$ cat src/rtl/decode_stage.sv
`default_nettype none
// ============================================================================
// Module      : decode_stage
// Description : Registered RV32I + Zicsr instruction-decode stage between IF
//               and EX. Decodes, builds immediates, selects operands with
//               write-back bypass, detects load-use hazards, holds one decoded
//               instruction under valid/ready and counts hazard stall cycles.
// Revision    : 1.0 - initial release
// ============================================================================
module decode_stage #(
  parameter int XLEN   = 32,
  parameter int PC_W   = 32,
  parameter int REG_AW = 5,
  parameter int CSR_AW = 12,
  parameter int CNT_W  = 16
) (
  input  logic              clk_i,
  input  logic              rst_i,
  input  logic              if_valid_i,
  output logic              if_ready_o,
  input  logic [31:0]       if_inst_i,
  input  logic [PC_W-1:0]   if_pc_i,
  input  logic              flush_i,
  output logic [REG_AW-1:0] reg1_raddr_o,
  output logic [REG_AW-1:0] reg2_raddr_o,
  input  logic [XLEN-1:0]   reg1_rdata_i,
  input  logic [XLEN-1:0]   reg2_rdata_i,
  output logic [CSR_AW-1:0] csr_raddr_o,
  input  logic [XLEN-1:0]   csr_rdata_i,
  input  logic              wb_wen_i,
  input  logic [REG_AW-1:0] wb_waddr_i,
  input  logic [XLEN-1:0]   wb_wdata_i,
  input  logic              ex_load_valid_i,
  input  logic [REG_AW-1:0] ex_load_rd_i,
  output logic              ex_valid_o,
  input  logic              ex_ready_i,
  output logic [XLEN-1:0]   op1_o,
  output logic [XLEN-1:0]   op2_o,
  output logic [XLEN-1:0]   imm_o,
  output logic [PC_W-1:0]   pc_o,
  output logic [31:0]       inst_o,
  output logic [REG_AW-1:0] rd_o,
  output logic              reg_wen_o,
  output logic [CSR_AW-1:0] csr_waddr_o,
  output logic              csr_wen_o,
  output logic              is_load_o,
  output logic              is_store_o,
  output logic              is_branch_o,
  output logic              is_jump_o,
  output logic              is_system_o,
  output logic              illegal_o,
  output logic [CNT_W-1:0]  stall_cnt_o
);

  localparam logic [6:0] C_OPC_LUI    = 7'b0110111;
  localparam logic [6:0] C_OPC_AUIPC  = 7'b0010111;
  localparam logic [6:0] C_OPC_JAL    = 7'b1101111;
  localparam logic [6:0] C_OPC_JALR   = 7'b1100111;
  localparam logic [6:0] C_OPC_BRANCH = 7'b1100011;
  localparam logic [6:0] C_OPC_LOAD   = 7'b0000011;
  localparam logic [6:0] C_OPC_STORE  = 7'b0100011;
  localparam logic [6:0] C_OPC_IMM    = 7'b0010011;
  localparam logic [6:0] C_OPC_REG    = 7'b0110011;
  localparam logic [6:0] C_OPC_FENCE  = 7'b0001111;
  localparam logic [6:0] C_OPC_SYSTEM = 7'b1110011;

  localparam logic [1:0] C_OP1_ZERO = 2'd0, C_OP1_RS1 = 2'd1, C_OP1_PC = 2'd2, C_OP1_ZIMM = 2'd3;
  localparam logic [1:0] C_OP2_ZERO = 2'd0, C_OP2_RS2 = 2'd1, C_OP2_IMM = 2'd2, C_OP2_CSR = 2'd3;
  localparam logic [2:0] C_IMM_NONE = 3'd0, C_IMM_I = 3'd1, C_IMM_S = 3'd2,
                         C_IMM_B = 3'd3, C_IMM_U = 3'd4, C_IMM_J = 3'd5;

  localparam logic [0:0] C_ST_EMPTY = 1'b0;
  localparam logic [0:0] C_ST_FULL  = 1'b1;

  localparam int C_PAY_W = 3*XLEN + PC_W + 32 + REG_AW + CSR_AW + 8;

  // Instruction fields
  logic [6:0]        w_opc;
  logic [2:0]        w_f3;
  logic [6:0]        w_f7;
  logic [REG_AW-1:0] w_rs1, w_rs2, w_rd;
  assign w_opc = if_inst_i[6:0];
  assign w_f3  = if_inst_i[14:12];
  assign w_f7  = if_inst_i[31:25];
  assign w_rs1 = REG_AW'(if_inst_i[19:15]);
  assign w_rs2 = REG_AW'(if_inst_i[24:20]);
  assign w_rd  = REG_AW'(if_inst_i[11:7]);

  logic w_uses_rs1, w_uses_rs2, w_wr_rd, w_is_csr, w_illegal;
  logic w_is_load, w_is_store, w_is_branch, w_is_jump, w_is_system;
  logic [1:0] w_op1_sel, w_op2_sel;
  logic [2:0] w_imm_sel;

  // Control decode: depends only on the instruction word
  always_comb begin
    w_uses_rs1 = 1'b0; w_uses_rs2 = 1'b0; w_wr_rd = 1'b0; w_is_csr = 1'b0;
    w_illegal = 1'b0; w_is_load = 1'b0; w_is_store = 1'b0; w_is_branch = 1'b0;
    w_is_jump = 1'b0; w_is_system = 1'b0;
    w_op1_sel = C_OP1_ZERO; w_op2_sel = C_OP2_ZERO; w_imm_sel = C_IMM_NONE;
    case (w_opc)
      C_OPC_LUI: begin
        w_wr_rd = 1'b1; w_op2_sel = C_OP2_IMM; w_imm_sel = C_IMM_U;
      end
      C_OPC_AUIPC: begin
        w_wr_rd = 1'b1; w_op1_sel = C_OP1_PC; w_op2_sel = C_OP2_IMM; w_imm_sel = C_IMM_U;
      end
      C_OPC_JAL: begin
        w_wr_rd = 1'b1; w_is_jump = 1'b1;
        w_op1_sel = C_OP1_PC; w_op2_sel = C_OP2_IMM; w_imm_sel = C_IMM_J;
      end
      C_OPC_JALR: begin
        w_uses_rs1 = 1'b1; w_wr_rd = 1'b1; w_is_jump = 1'b1;
        w_op1_sel = C_OP1_RS1; w_op2_sel = C_OP2_IMM; w_imm_sel = C_IMM_I;
        w_illegal = (w_f3 != 3'b000);
      end
      C_OPC_BRANCH: begin
        w_uses_rs1 = 1'b1; w_uses_rs2 = 1'b1; w_is_branch = 1'b1;
        w_op1_sel = C_OP1_RS1; w_op2_sel = C_OP2_RS2; w_imm_sel = C_IMM_B;
        w_illegal = (w_f3[2:1] == 2'b01);
      end
      C_OPC_LOAD: begin
        w_uses_rs1 = 1'b1; w_wr_rd = 1'b1; w_is_load = 1'b1;
        w_op1_sel = C_OP1_RS1; w_op2_sel = C_OP2_IMM; w_imm_sel = C_IMM_I;
        w_illegal = (w_f3 == 3'b011) || (w_f3[2:1] == 2'b11);
      end
      C_OPC_STORE: begin
        w_uses_rs1 = 1'b1; w_uses_rs2 = 1'b1; w_is_store = 1'b1;
        w_op1_sel = C_OP1_RS1; w_op2_sel = C_OP2_RS2; w_imm_sel = C_IMM_S;
        w_illegal = (w_f3 > 3'd2);
      end
      C_OPC_IMM: begin
        w_uses_rs1 = 1'b1; w_wr_rd = 1'b1;
        w_op1_sel = C_OP1_RS1; w_op2_sel = C_OP2_IMM; w_imm_sel = C_IMM_I;
        w_illegal = ((w_f3 == 3'b001) && (w_f7 != 7'h00)) ||
                    ((w_f3 == 3'b101) && (w_f7 != 7'h00) && (w_f7 != 7'h20));
      end
      C_OPC_REG: begin
        w_uses_rs1 = 1'b1; w_uses_rs2 = 1'b1; w_wr_rd = 1'b1;
        w_op1_sel = C_OP1_RS1; w_op2_sel = C_OP2_RS2;
        // Only ADD/SRL have an alternate (SUB/SRA) encoding with func7 = 0x20
        w_illegal = !((w_f7 == 7'h00) ||
                      ((w_f7 == 7'h20) && ((w_f3 == 3'b000) || (w_f3 == 3'b101))));
      end
      C_OPC_FENCE: ;
      C_OPC_SYSTEM: begin
        if (w_f3 == 3'b000) begin
          w_is_system = 1'b1;
        end else if (w_f3 == 3'b100) begin
          w_illegal = 1'b1;
        end else begin
          // CSR ops: func3[2] selects the zimm variants
          w_is_csr = 1'b1; w_wr_rd = 1'b1; w_uses_rs1 = !w_f3[2];
          w_op1_sel = w_f3[2] ? C_OP1_ZIMM : C_OP1_RS1; w_op2_sel = C_OP2_CSR;
        end
      end
      default: w_illegal = 1'b1;
    endcase
    if (if_inst_i[1:0] != 2'b11) w_illegal = 1'b1;
  end

  assign reg1_raddr_o = w_uses_rs1 ? w_rs1 : '0;
  assign reg2_raddr_o = w_uses_rs2 ? w_rs2 : '0;
  assign csr_raddr_o  = w_is_csr ? CSR_AW'(if_inst_i[31:20]) : '0;

  logic w_reg_wen, w_csr_wen;
  assign w_reg_wen = w_wr_rd && (w_rd != '0) && !w_illegal;
  // Set/clear with a zero source is a pure read and must not write the CSR
  assign w_csr_wen = w_is_csr && !w_illegal && ((w_f3[1:0] == 2'b01) || (if_inst_i[19:15] != 5'd0));

  logic [XLEN-1:0] w_rs1_data, w_rs2_data, w_imm, w_op1, w_op2;
  logic [31:0]     w_imm32;

  // Operand path: bypass, immediate formatting and operand muxes
  always_comb begin
    w_rs1_data = '0;
    w_rs2_data = '0;
    if (w_rs1 != '0) w_rs1_data = (wb_wen_i && (wb_waddr_i == w_rs1)) ? wb_wdata_i : reg1_rdata_i;
    if (w_rs2 != '0) w_rs2_data = (wb_wen_i && (wb_waddr_i == w_rs2)) ? wb_wdata_i : reg2_rdata_i;
    case (w_imm_sel)
      C_IMM_I: w_imm32 = {{20{if_inst_i[31]}}, if_inst_i[31:20]};
      C_IMM_S: w_imm32 = {{20{if_inst_i[31]}}, if_inst_i[31:25], if_inst_i[11:7]};
      C_IMM_B: w_imm32 = {{19{if_inst_i[31]}}, if_inst_i[31], if_inst_i[7], if_inst_i[30:25], if_inst_i[11:8], 1'b0};
      C_IMM_U: w_imm32 = {if_inst_i[31:12], 12'b0};
      C_IMM_J: w_imm32 = {{11{if_inst_i[31]}}, if_inst_i[31], if_inst_i[19:12], if_inst_i[20], if_inst_i[30:21], 1'b0};
      default: w_imm32 = 32'b0;
    endcase
    w_imm = XLEN'($signed(w_imm32));
    case (w_op1_sel)
      C_OP1_RS1:  w_op1 = w_rs1_data;
      C_OP1_PC:   w_op1 = XLEN'(if_pc_i);
      C_OP1_ZIMM: w_op1 = XLEN'(if_inst_i[19:15]);
      default:    w_op1 = '0;
    endcase
    case (w_op2_sel)
      C_OP2_RS2: w_op2 = w_rs2_data;
      C_OP2_IMM: w_op2 = w_imm;
      C_OP2_CSR: w_op2 = csr_rdata_i;
      default:   w_op2 = '0;
    endcase
  end

  logic w_hazard, w_accept;
  assign w_hazard = if_valid_i && ex_load_valid_i && (ex_load_rd_i != '0) &&
                    ((w_uses_rs1 && (w_rs1 == ex_load_rd_i)) || (w_uses_rs2 && (w_rs2 == ex_load_rd_i)));

  logic [0:0]         state_q, state_d;
  logic [C_PAY_W-1:0] payload_q, payload_d, w_payload;
  logic [CNT_W-1:0]   stall_cnt_q, stall_cnt_d;

  assign ex_valid_o = (state_q == C_ST_FULL);
  assign if_ready_o = (!ex_valid_o || ex_ready_i) && !w_hazard && !flush_i;
  assign w_accept   = if_valid_i && if_ready_o;

  assign w_payload = {w_op1, w_op2, w_imm, if_pc_i, if_inst_i, w_rd, w_reg_wen,
                      CSR_AW'(if_inst_i[31:20]) & {CSR_AW{w_is_csr}}, w_csr_wen,
                      w_is_load, w_is_store, w_is_branch, w_is_jump, w_is_system, w_illegal};

  assign {op1_o, op2_o, imm_o, pc_o, inst_o, rd_o, reg_wen_o, csr_waddr_o, csr_wen_o,
          is_load_o, is_store_o, is_branch_o, is_jump_o, is_system_o, illegal_o} = payload_q;
  assign stall_cnt_o = stall_cnt_q;

  // Output register next-state: flush wins, then accept, then drain
  always_comb begin
    state_d     = state_q;
    payload_d   = payload_q;
    stall_cnt_d = stall_cnt_q;
    if (flush_i) begin
      state_d = C_ST_EMPTY;
    end else if (w_accept) begin
      state_d   = C_ST_FULL;
      payload_d = w_payload;
    end else if ((state_q == C_ST_FULL) && ex_ready_i) begin
      state_d = C_ST_EMPTY;
    end
    if (w_hazard && !flush_i && (stall_cnt_q != {CNT_W{1'b1}}))
      stall_cnt_d = stall_cnt_q + CNT_W'(1);
  end

  // State, payload and stall counter flops
  always_ff @(posedge clk_i) begin
    if (rst_i) begin
      state_q     <= C_ST_EMPTY;
      payload_q   <= '0;
      stall_cnt_q <= '0;
    end else begin
      state_q     <= state_d;
      payload_q   <= payload_d;
      stall_cnt_q <= stall_cnt_d;
    end
  end

endmodule
`default_nettype wire

$ cat config.mk
export PLATFORM = sky130hd
export DESIGN_NAME = decode_stage
export DESIGN_NICKNAME = d
export VERILOG_FILES = /design/src/rtl/decode_stage.sv
export SDC_FILE = /design/constraint.sdc
export NUM_CORES = 1
export LEC_CHECK = 0
export BUFFER_PORTS_ARGS = -buffer_cell sky130_fd_sc_hd__buf_2
export CORE_ASPECT_RATIO = 0.9
export CORE_MARGIN = 3
export CORE_UTILIZATION = 35
export DETAILED_ROUTE_END_ITERATION = 10
export GPL_TIMING_DRIVEN = 0
export PLACE_DENSITY = 0.62
export SLEW_MARGIN = 20
export SYNTH_ARGS = -nofsm -noshare
export SYNTH_HDL_FRONTEND = slang
export SYNTH_SLANG_ARGS = --single-unit
$ cat constraint.sdc
create_clock -name clk_i -period 3.4 [get_ports clk_i]
set_input_delay 0.17 -clock clk_i [delete_from_list [all_inputs] [get_ports clk_i]]
set_output_delay 0.17 -clock clk_i [all_outputs]
set_load 0.1 [all_outputs]
Word-level counts from Yosys, hierarchy flattened
Cells that the tools add are included.
{"block": "op_classes", "bitwise_logic": 2, "add_sub_neg": 1, "reduce_logical": 54, "eq_ne": 37, "order_cmp": 1, "mux": 38}
{"operator": "32-bit case mux with 3 select lines", "count": 2}
{"operator": "32-bit case mux with 5 select lines", "count": 1}
{"operator": "32-bit 2-to-1 mux", "count": 4}
{"operator": "7-bit by 6-bit equality test with 1-bit output, second input constant", "count": 4}
{"operator": "7-bit equality test, second input constant", "count": 4}
{"operator": "1-bit logical AND", "count": 21}
{"operator": "5-bit equality test", "count": 4}
{"operator": "5-bit nonzero test", "count": 4}
{"operator": "1-bit 2-to-1 mux", "count": 17}
{"operator": "16-bit by 1-bit adder with 16-bit output, second input constant", "count": 1}
{"operator": "16-bit != test, second input constant", "count": 1}
{"operator": "3-bit case mux with 5 select lines", "count": 1}
{"operator": "7-bit by 5-bit equality test with 1-bit output, second input constant", "count": 2}
{"operator": "12-bit AND", "count": 1}
{"operator": "3-bit equality test, second input constant", "count": 4}
{"operator": "12-bit 2-to-1 mux", "count": 1}
{"operator": "2-bit case mux with 3 select lines", "count": 2}
{"operator": "6-bit OR reduction", "count": 2}
{"operator": "2-bit equality test, second input constant", "count": 5}
{"operator": "2-bit 2-to-1 mux", "count": 5}
{"operator": "5-bit 2-to-1 mux", "count": 2}
{"operator": "3-bit by 2-bit equality test with 1-bit output, second input constant", "count": 3}
{"operator": "2-bit by 1-bit equality test with 1-bit output, second input constant", "count": 4}
{"operator": "1-bit case mux with 8 select lines", "count": 1}
{"operator": "other kinds (20)", "count": 37}
{"block": "totals", "input_bits": 209, "word_cells": 136, "reg_bits": 202}

Depth between registers and ports, before layout
Gate-level depths: netlist of the first run.
{"block": "depth", "word_depth": 12, "ltp_mapped": 9, "mapped_depth_nobuf": 6}

Least setup slack after synthesis of the first run
Ideal clock, no wire load.
{"block": "synth_path", "path_kind": "input to register", "start": "input if_inst_i[3]", "end": "register payload_q[18]", "path_buffers": 1, "required_time_ps": 3324, "path_slack_ps": -578, "cell_stages": 5, "setup_ps": 76, "arrival_ps": 3901, "path_cell_list": "clkbuf_1 > nand3b_1 > nor4_1 > nand2_1 > a21oi_1"}
{"block": "synth_between", "elab_chain_len": 11, "word_cells_on_any_way": 22, "classes_between": "eq/ne: 7; mux: 3; bitwise: 1; reduce/logical: 11"}
{"element": "start, declared", "line_no": "21", "text": "input logic [31:0] if_inst_i,"}
{"element": "7-bit by 5-bit equality test with 1-bit output (tied with other cells)", "line_no": "100", "text": "case (w_opc)"}
{"element": "6-bit OR reduction (no line) or 3-bit OR reduction (tied branches)"}
{"element": "1-bit case mux with 2 select lines or 1-bit 2-to-1 mux (tied branches)", "line_no": "100"}
{"element": "1-bit logical AND", "line_no": "204", "text": "((w_uses_rs1 && (w_rs1 == ex_load_rd_i)) || (w_uses_rs2 && (w_rs2 == ex_load_rd_i)));"}
{"element": "1-bit logical OR", "line_no": "204"}
{"element": "1-bit logical AND", "line_no": "203", "text": "assign w_hazard = if_valid_i && ex_load_valid_i && (ex_load_rd_i != '0) &&"}
{"element": "1-bit zero test", "line_no": "211", "text": "assign if_ready_o = (!ex_valid_o || ex_ready_i) && !w_hazard && !flush_i;"}
{"element": "1-bit logical AND (2 in a row)", "line_no": "211"}
{"element": "1-bit logical AND", "line_no": "212", "text": "assign w_accept = if_valid_i && if_ready_o;"}
{"element": "2-bit AND reduction (no line)"}
{"element": "end signal, assigned", "line_no": "247", "text": "payload_q <= payload_d;"}
{"element": "end, declared", "line_no": "207", "text": "logic [C_PAY_W-1:0] payload_q, payload_d, w_payload;"}
Several ways; a longest one is shown, not always the timed one.
A chain may end at the register's enable or synchronous reset.

Worst setup path after layout of the first run
{"block": "layout_path", "start": "input if_inst_i[13]", "end": "register payload_q[169]"}
{"block": "layout_between", "elab_chain_len": 12, "word_cells_on_any_way": 20, "classes_between": "eq/ne: 4; mux: 7; reduce/logical: 9"}
{"element": "3-bit equality test", "line_no": "148", "text": "end else if (w_f3 == 3'b100) begin"}
{"element": "1-bit 2-to-1 mux", "line_no": "148"}
{"element": "1-bit 2-to-1 mux", "line_no": "146", "text": "if (w_f3 == 3'b000) begin"}
{"element": "1-bit case mux with 2 select lines", "line_no": "100"}
{"element": "1-bit logical AND", "line_no": "204"}
{"element": "1-bit logical OR", "line_no": "204"}
{"element": "1-bit logical AND", "line_no": "203"}
{"element": "1-bit zero test", "line_no": "211"}
{"element": "1-bit logical AND (2 in a row)", "line_no": "211"}
{"element": "1-bit logical AND", "line_no": "212"}
{"element": "2-bit AND reduction (no line)"}
Several ways; a longest one is shown, not always the timed one.

==> impl_metrics.tcl, run 1 <==
set metrics [dict create \
    relSlewSlack_pct 31.2 \
    worstSetupPathType "input pin to register" \
    crit_path_max_incr_delay_ns 0.72 \
    vias 11600 \
    clk_latency_ns 0.45 \
    met2_usage_pct 49.1 \
    p_total_mw 5.98 \
    vdd_drop_max_uv 284 \
    finalCritPeriodShare_pct 88.6 \
    die_w_um 181 \
    portBuffers 420 \
    clock_path_buffers 2 \
    htreeDepth 4 \
    clkTransAtPathRegs_ns 0.08 \
    grt_pass1_vias 10600 \
    first_pass_iters 6 \
    top_usage_layer "met2" \
    postSynthAreaPerCell_um2 8.22 \
    setup_ws_ns 0.388 \
    yosysTopAreaCell "dfxtp_1" \
    async_flop_share_pct 0 \
    cts.sink_count 197 \
    die_h_um 164 \
    crit_chain "clkbuf_1 > o211ai_1 > o211ai_1 > nand4_1 > nand2_1 > clkbuf_1 > a221oi_1 > nor3_1" \
    power.switching_mw 2.17 \
    arrival_ns 3.37 \
    place_congestion 0.956 \
    cp_data_required_time_ns 3.76 \
    root_buffer "clkbuf_16" \
    grt_util_met1_pct 42.3 \
    drt_iter0_drc 1114 \
    hpwl_um 38800 \
    ant_nets 0 \
    synth_flop_cell "dfxtp_1" \
    yosysUniqueCellTypes 60 \
    maxSlewViolCount 0 \
    syn_area_mm2 0.00969 \
    drive_gt1_share_pct 34.4 \
    worstSetupEndpointType "register" \
    maxCapViolCount 0 \
    synth_cells 1179 \
    hp-class "input pin to register" \
    comb_power_share_pct 23.9 \
    p_int_mw 3.82 \
    hold_violations 0 \
    overflow 0 \
    gr-usage-met3_pct 8.59 \
    rows 57 \
    crit_fanout 10 \
    antenna_found_initial 7 \
    initial_utilization_pct 35.7 \
    synth_fp_nets 1389 \
    yosysTopAreaCellShare_pct 40.7 \
    outcome "finished, final reports clean" \
    grt_first_pass_wirelength_um 69600 \
    dp_slack_ns 0.0718 \
    grt_start_max_net_pins 19 \
    fmax_mhz 332 \
    area_delta_synth_final_pct 35.8 \
    route.detailed.drc 0 \
    fin_setup_tns_ns 0 \
    pwr-share-clk_pct 35.5 \
    crit_buf_inv 2 \
    startpoint_type "input pin" \
    setup_viol 0 \
    ys_warn_count 0 \
    netSwitchingFraction_pct 36.2 \
    cts_tree "yes" \
    core_mm2 0.0271 \
    ioPinCount 434 \
    p_per_area_mw_per_mm2 455 \
    rsz0062_at_grt "no" \
    synth_edf_count 0 \
    hold_ws_ns 0.0172 \
    synth_seq_cells 197 \
    p_leak_nw 5.62 \
    critical-path-top-delay-family "buffers and inverters" \
    cts_repair_resize_count 0 \
    synth_area_leaders "dfxtp_1 41%, nand2_1 7.6%, mux2_2 7.4%" \
    nets 1859 \
    dieArea_mm2 0.0297 \
    post-cts-setup-buffers 0 \
    drt_wl_total_um 49500 \
    yosysSeqAreaShare_pct 40.7 \
    fin_crit_ns 3.01 \
    worstMarginPinSlew_ns 1.03 \
    viasPerCell 5.73 \
    critical-path-slowest-cell "clkbuf_1" \
    finClkSkew_ns 0.00945 \
    cts_inserted_buffers 17 \
    grt_usage_pct 31.3 \
    routedWlPerCell_um 24.5 \
    seqPwrFrac_pct 40.6 \
]
layout make-up:
cell class                 count  area [µm²]
timing repair buffer         451        2410
buffer                       115         497
multi-input combinational    858        5220
antenna                        4        10.0
clock buffer                  17         425
tap                          354         443
inverter                       9        33.8
clock inverter                15         168
fill                        2764       13900
sequential                   197        3940
per-stage QoR:
step,instance area (µm²),std cells,utilization (%)
after floorplan,9690,1179,-
after global placement,12200,1953,45.2
after detailed placement,12200,1953,45.2
after CTS,13100,2016,48.5
after global routing,13200,2020,48.5
final,13200,2020,48.5
final timing paths:
path         cells past startpoint             from             end  slack, ns
min                              3  csr_rdata_i[24]  payload_q[145]       0.02
max                              8    if_inst_i[13]  payload_q[169]       0.39
max reg2reg                      7       ex_valid_o  payload_q[169]       0.85
min reg2reg                      2   payload_q[120]  payload_q[120]       0.45
worst min-delay path: stages:
cell       delay, ns
buf_2           0.07
a221oi_1        0.06
o2bb2ai_1       0.13
metal layers:
layer / vias up / routed length [µm]
met5: - / 13
met4: 2 / 1330
met3: 91 / 5110
met2: 738 / 22400
met1: 5550 / 20600
li1: 5201 / -
synth_stat cells, types with 7 or more instances:
cell type  instances
dfxtp_1          197
a311oi_1          20
a221oi_1          39
a22oi_1           23
xor2_1            18
mux2_2            64
or3_1             12
o2bb2ai_1         20
nor4_1             7
or4_1              9
nand2_1          197
nor3_1            30
nand3_1           19
o21ai_0           21
nand3b_1          17
buf_2             37
and2_1            16
a211oi_1          19
nor2_1            80
o21ai_1           11
clkbuf_1          69
inv_1              9
a21oi_1          141
a21boi_0           8
and3_1            14
layout by cell type (no fill, tap or decap), types with 11 or more instances in the layout:
cell / count
or3_1: 12
clkbuf_16: 17
clkbuf_1: 69
o21ai_0: 21
a311oi_1: 20
dlygate4sd3_1: 31
nor2_1: 80
o2bb2ai_1: 20
xor2_1: 18
and3_1: 14
o21ai_1: 11
a21oi_1: 141
buf_2: 457
a211oi_1: 19
nor3_1: 30
and2_1: 16
a221oi_1: 39
dfxtp_1: 197
a22oi_1: 23
nand2_1: 197
nand3b_1: 17
nand3_1: 19
mux2_2: 64
logic make-up after synthesis:
family / Yosys count / synth area share, %
adders and majority gates: 1 / 0.129
and+or+nand+nor: 435 / 21.2
DFF: 197 / 40.7
xor gates and xnor gates: 22 / 1.99
muxes: 65 / 7.54
buffers and inverters: 124 / 5.48
AOI/OAI and AO/OA: 335 / 23.0
power by group through the flow:
stage / clock network (mW) / logic, mW / registers, mW
2_1_floorplan: 0 / 0.389 / 3.03
3_3_place_gp: 0 / 1.38 / 2.48
3_5_place_dp: 0 / 1.38 / 2.48
4_1_cts: 2.15 / 1.41 / 2.43
5_1_grt: 2.23 / 1.48 / 2.44
6_report: 2.13 / 1.43 / 2.43
registers in the layout (all words and copies together), names as in the netlist:
| name | count |
|---|---|
| payload_q | 180 |
| stall_cnt_o | 16 |
| ex_valid_o | 1 |
repair_timing:
item | CTS | global route
setup endpoints to repair | 0 | 0
endpoints found under the hold margin | 31 | 0
hold buffers | 31 | 0
Power figures use the tool's default switching activity.
==> run 2, diff against run 1 <==
--- a/config.mk
+++ b/config.mk
@@ -6,7 +6,7 @@
 export NUM_CORES = 1
 export LEC_CHECK = 0
 export BUFFER_PORTS_ARGS = -buffer_cell sky130_fd_sc_hd__buf_2
-export CORE_ASPECT_RATIO = 0.9
+export CORE_ASPECT_RATIO = 2
 export CORE_MARGIN = 3
 export CORE_UTILIZATION = 35
 export DETAILED_ROUTE_END_ITERATION = 10
@@ -16,3 +16,4 @@
 export SYNTH_ARGS = -nofsm -noshare
 export SYNTH_HDL_FRONTEND = slang
 export SYNTH_SLANG_ARGS = --single-unit
+export TNS_END_PERCENT = 50
==> impl_metrics.tcl, run 2 (synthesis results as in run 1) <==
set metrics [dict create \
    setup_viol 0 \
    worstMarginPinSlew_ns 0.958 \
    maxCapViolCount 0 \
    p_per_area_mw_per_mm2 456 \
    arrival_ns 3.45 \
    root_buffer "clkbuf_16" \
    dieArea_mm2 0.0298 \
    regArea_mm2 0.00394 \
    clkTransAtPathRegs_ns 0.08 \
    vias 11400 \
    core_mm2 0.0271 \
    relSlewSlack_pct 36.2 \
    viasPerCell 5.63 \
    nets 1869 \
    critPathLaunch "if_inst_i[23]" \
    worstSetupPathType "input pin to register" \
    worstSetupEndpointType "register" \
    antenna_found_initial 1 \
    finalCritPeriodShare_pct 91.0 \
    die_h_um 241 \
    largest_register_ffs 180 \
    netSwitchingFraction_pct 36.0 \
    route.detailed.drc 0 \
    reg2reg_to "payload_q[164]" \
    clock_path_buffers 2 \
    routedWlPerCell_um 25.5 \
    drive_gt1_share_pct 34.2 \
    cts_repair_resize_count 0 \
    maxSlewViolCount 0 \
    p_int_mw 3.87 \
    seqPwrFrac_pct 40.2 \
    ioPinCount 434 \
    p_total_mw 6.04 \
    htreeDepth 4 \
    hold_ws_ns 0.0107 \
    layout_common_cells "457 x buf_2, 197 x nand2_1, 197 x dfxtp_1" \
    rows 85 \
    place_area_mm2 0.0122 \
    die_w_um 124 \
    layout_commonest_cell "buf_2" \
    grt_start_max_net_pins 19 \
    clk_latency_ns 0.47 \
    cts.sink_count 197 \
    fmax_mhz 323 \
    drt_wl_total_um 51600 \
    initial_utilization_pct 35.7 \
    hold_violations 0 \
    cp_data_required_time_ns 3.76 \
    fin_setup_tns_ns 0 \
    finalNonFillerCells 2021 \
    stdcell_area_mm2 0.0133 \
    comb_power_share_pct 23.9 \
    first_pass_iters 7 \
    crit_fanout 10 \
    post-place-cells 1947 \
    grt_first_pass_wirelength_um 71900 \
    hp-class "input pin to register" \
    area_delta_synth_final_pct 36.9 \
    pwr-share-clk_pct 35.9 \
    hold_end "payload_q[138]" \
    top_register "payload_q" \
    n_fill_cell 2821 \
    startpoint_type "input pin" \
    whs_path_depth 3 \
    hpwl_um 41300 \
    grt_pass1_vias 11300 \
    drt_iter0_drc 734 \
    multi_input_area_mm2 0.00522 \
    power.switching_mw 2.17 \
    portBuffers 420 \
    overflow 0 \
    finClkSkew_ns 0.0113 \
    ant_nets 0 \
    cts_tree "yes" \
    cts_inserted_buffers 17 \
    reg2regPathDepth 7 \
    rsz0062_at_grt "no" \
    hp-start "csr_rdata_i[17]" \
    place_congestion 0.977 \
    outcome "finished, final reports clean" \
    vdd_drop_max_uv 370 \
    reg2reg_slack_ns 0.93 \
    r2r_start "ex_valid_o" \
    grt_usage_pct 33.5 \
    fin_crit_ns 3.10 \
    p_leak_nw 5.69 \
    post-cts-setup-buffers 0 \
]
==> run 2: cell types whose count changed in the layout (fill, tap and decap cells not counted) <==
cell / previous run / this run
inv_8: 2 / 3
clkbuf_8: 0 / 2
diode_2: 4 / 1
clkinv_2: 2 / 1
clkinvlp_4: 3 / 0
clkinv_4: 3 / 4
dlygate4sd3_1: 31 / 41
==> run 2: routing by layer <==
layer / vias to the layer above / part of all wire (%) / track usage (%)
met4: 0 / 8.5 / 25.3
met5: - / 0 / 0
met2: 612 / 52 / 60.7
li1: 5216 / - / -
met3: 188 / 6.4 / 6.19
met1: 5361 / 33 / 32.9
==> run 2: cell type report <==
cell class	instances	area share (%)
Timing Repair Buffer	461	19.0
Sequential cell	197	29.7
Antenna cell	1	0.0189
Buffer	115	3.75
Tap cell	348	3.28
Multi-Input combinational cell	858	39.4
Clock buffer	19	3.42
Inverter	9	0.255
Clock inverter	13	1.21
==> run 2: timing repair <==
item / 4_1_cts / 5_1_grt
endpoints found under the hold margin: 45 / 0
endpoints found under the setup margin: 0 / 0
hold buffers: 41 / 0
==> run 2: worst max-delay path, cell delays in order <==
cell and delay, ns:
clkbuf_1 0.69, xor2_1 0.15, nor4_1 0.28, and3_1 0.20, clkbuf_1 0.48, buf_1 0.51, mux2_2 0.40, a221oi_1 0.44
o2bb2ai_1 0.13
==> run 2: worst max-delay path by stage <==
stage | endpoint | cells after the start
6_report | payload_q[135] | 9
5_1_grt | payload_q[135] | 9
4_1_cts | payload_q[135] | 9
3_5_place_dp | payload_q[135] | 9
3_3_place_gp | payload_q[135] | 9
2_1_floorplan | payload_q[18] | 5
==> run 2: stage by stage <==
step,util (%),setup slack (ns)
3_3_place_gp,45.1,-0.0642
4_1_cts,48.9,0.409
2_1_floorplan,-,0.646
3_5_place_dp,45.1,-0.0991
6_report,48.9,0.305
5_1_grt,48.9,0.212
==> run 2: power by group through the flow <==
stage                     Sequential (mW)  Clock (mW)  Combinational [mW]
after floorplan                      3.03           0               0.389
after global placement               2.48           0                1.39
after detailed placement             2.48           0                1.39
after CTS                            2.43        2.18                1.44
after global routing                 2.44        2.25                1.50
final                                2.43        2.17                1.45
==> run 3, diff against run 2 <==
--- a/config.mk
+++ b/config.mk
@@ -6,10 +6,9 @@
 export NUM_CORES = 1
 export LEC_CHECK = 0
 export BUFFER_PORTS_ARGS = -buffer_cell sky130_fd_sc_hd__buf_2
-export CORE_ASPECT_RATIO = 2
-export CORE_MARGIN = 3
-export CORE_UTILIZATION = 35
+export CORE_AREA = 3 3 170 172
 export DETAILED_ROUTE_END_ITERATION = 10
+export DIE_AREA = 0 0 173 175
 export GPL_TIMING_DRIVEN = 0
 export PLACE_DENSITY = 0.62
 export SLEW_MARGIN = 20
==> impl_metrics.tcl, run 3 (synthesis results as in run 1) <==
set metrics [dict create \
    grt_first_pass_wirelength_um 72700 \
    crit_buf_inv 3 \
    route.detailed.drc 0 \
    crit_path_max_incr_delay_ns 0.69 \
    initial_utilization_pct 35.1 \
    dp_slack_ns -0.235 \
    top_register "payload_q" \
    clkTransAtPathRegs_ns 0.08 \
    grt_start_max_net_pins 21 \
    rows 61 \
    largest_register_ffs 180 \
    first_pass_iters 5 \
    fmax_mhz 315 \
    setup_ws_ns 0.229 \
    hold_violations 0 \
    htreeDepth 4 \
    vias 11500 \
    critPathMostFrequentCell "clkbuf_1" \
    clock_path_buffers 2 \
    overflow 0 \
    critical-path-slowest-cell "clkbuf_1" \
    rsz0062_at_grt "no" \
    p_total_mw 5.94 \
    layout_common_cells "457 x buf_2, 197 x nand2_1, 197 x dfxtp_1" \
    hpwl_um 39400 \
    nets 1860 \
    viasPerCell 5.64 \
    ioPinCount 434 \
    startpoint_type "input pin" \
    root_buffer "clkbuf_16" \
    fin_crit_ns 3.17 \
    setup_viol 0 \
    core_mm2 0.0276 \
    die_h_um 175 \
    area_delta_synth_final_pct 36.2 \
    cts.sink_count 197 \
    worstMarginPinSlew_ns 1.02 \
    fin_setup_tns_ns 0 \
    layout_commonest_cell "buf_2" \
    critical-path-top-delay-family "buffers and inverters" \
    worstSetupEndpointType "register" \
    arrival_ns 3.49 \
    portBuffers 420 \
    p_per_area_mw_per_mm2 451 \
    grt_usage_pct 31.9 \
    finClkSkew_ns 0.0144 \
    dieArea_mm2 0.0303 \
    cts_repair_resize_count 0 \
    relSlewSlack_pct 31.9 \
    hp-class "input pin to register" \
    maxSlewViolCount 0 \
    die_w_um 173 \
    cts_inserted_buffers 17 \
    clk_latency_ns 0.45 \
    grt_pass1_vias 11000 \
    crit_chain "clkbuf_1 > xor2_1 > nor4_1 > and3_1 > clkbuf_1 > buf_1 > mux2_2 > a221oi_1 > o2bb2ai_1" \
    outcome "finished, final reports clean" \
    p_leak_nw 5.63 \
    cp_data_required_time_ns 3.72 \
    vdd_drop_max_uv 276 \
    drt_wl_total_um 50800 \
    reg2reg_slack_ns 0.86 \
    ant_nets 0 \
    maxCapViolCount 0 \
    crit_fanout 10 \
    antenna_found_initial 5 \
    place_congestion 0.966 \
    drive_gt1_share_pct 34.3 \
    hold_ws_ns 0.0166 \
    cts_tree "yes" \
    worstSetupPathType "input pin to register" \
    finalCritPeriodShare_pct 93.3 \
    drt_iter0_drc 889 \
    routedWlPerCell_um 24.8 \
]
## run 3: cell count changes in the layout (fill, tap and decap cells not counted)
cell	delta
clkinv_8	+4
diode_2	+2
bufinv_16	-2
clkbuf_8	-1
inv_6	+2
clkinv_4	-2
inv_8	-1
dlygate4sd3_1	-9
## run 3: where the power goes
| part | switching, mW | internal, mW |
|---|---|---|
| Clock | 1.08 | 1.01 |
| Sequential | 0.0429 | 2.38 |
| Combinational | 1.10 | 0.329 |
## run 3: layer usage
layer	GRT usage (%)	wire [µm]
met3	7.02	4290
met2	53.7	23900
met1	40.6	20900
met5	0	27
met4	10.8	1650
## run 3: layout make-up
cell class | count | area [µm²]
fillers | 2867 | 14400
flip-flops and latches | 197 | 3940
diodes | 3 | 7.51
repair buffers | 452 | 2420
clock inverters | 14 | 154
well taps | 378 | 473
inverters | 9 | 33.8
multi-input cells | 858 | 5220
clock buffers | 18 | 439
plain buffers | 115 | 497
## run 3: metrics by stage
| step | instances | utilization [%] | instance area [µm²] |
|---|---|---|---|
| 2_1_floorplan | 1179 | - | 9690 |
| 3_3_place_gp | 1977 | 44.4 | 12300 |
| 3_5_place_dp | 1977 | 44.4 | 12300 |
| 4_1_cts | 2041 | 47.7 | 13200 |
| 5_1_grt | 2043 | 47.7 | 13200 |
| 6_report | 2044 | 47.7 | 13200 |
## run 3: final timing paths
path	from	to	depth (start not counted)
max	if_inst_i[24]	payload_q[143]	9
min	if_inst_i[7]	payload_q[32]	3
max reg2reg	ex_valid_o	payload_q[93]	8
min reg2reg	payload_q[18]	payload_q[18]	2
## run 3: worst min-delay path, cell delays in order
cell and delay [ns]:
buf_2 0.13, nand2_1 0.06, a21oi_1 0.05
## run 3: timing repair
action                                  4_1_cts  5_1_grt
endpoints found under the hold margin        32        0
hold buffers                                 32        0
setup buffers                                 0        0
endpoints found under the setup margin        0        0
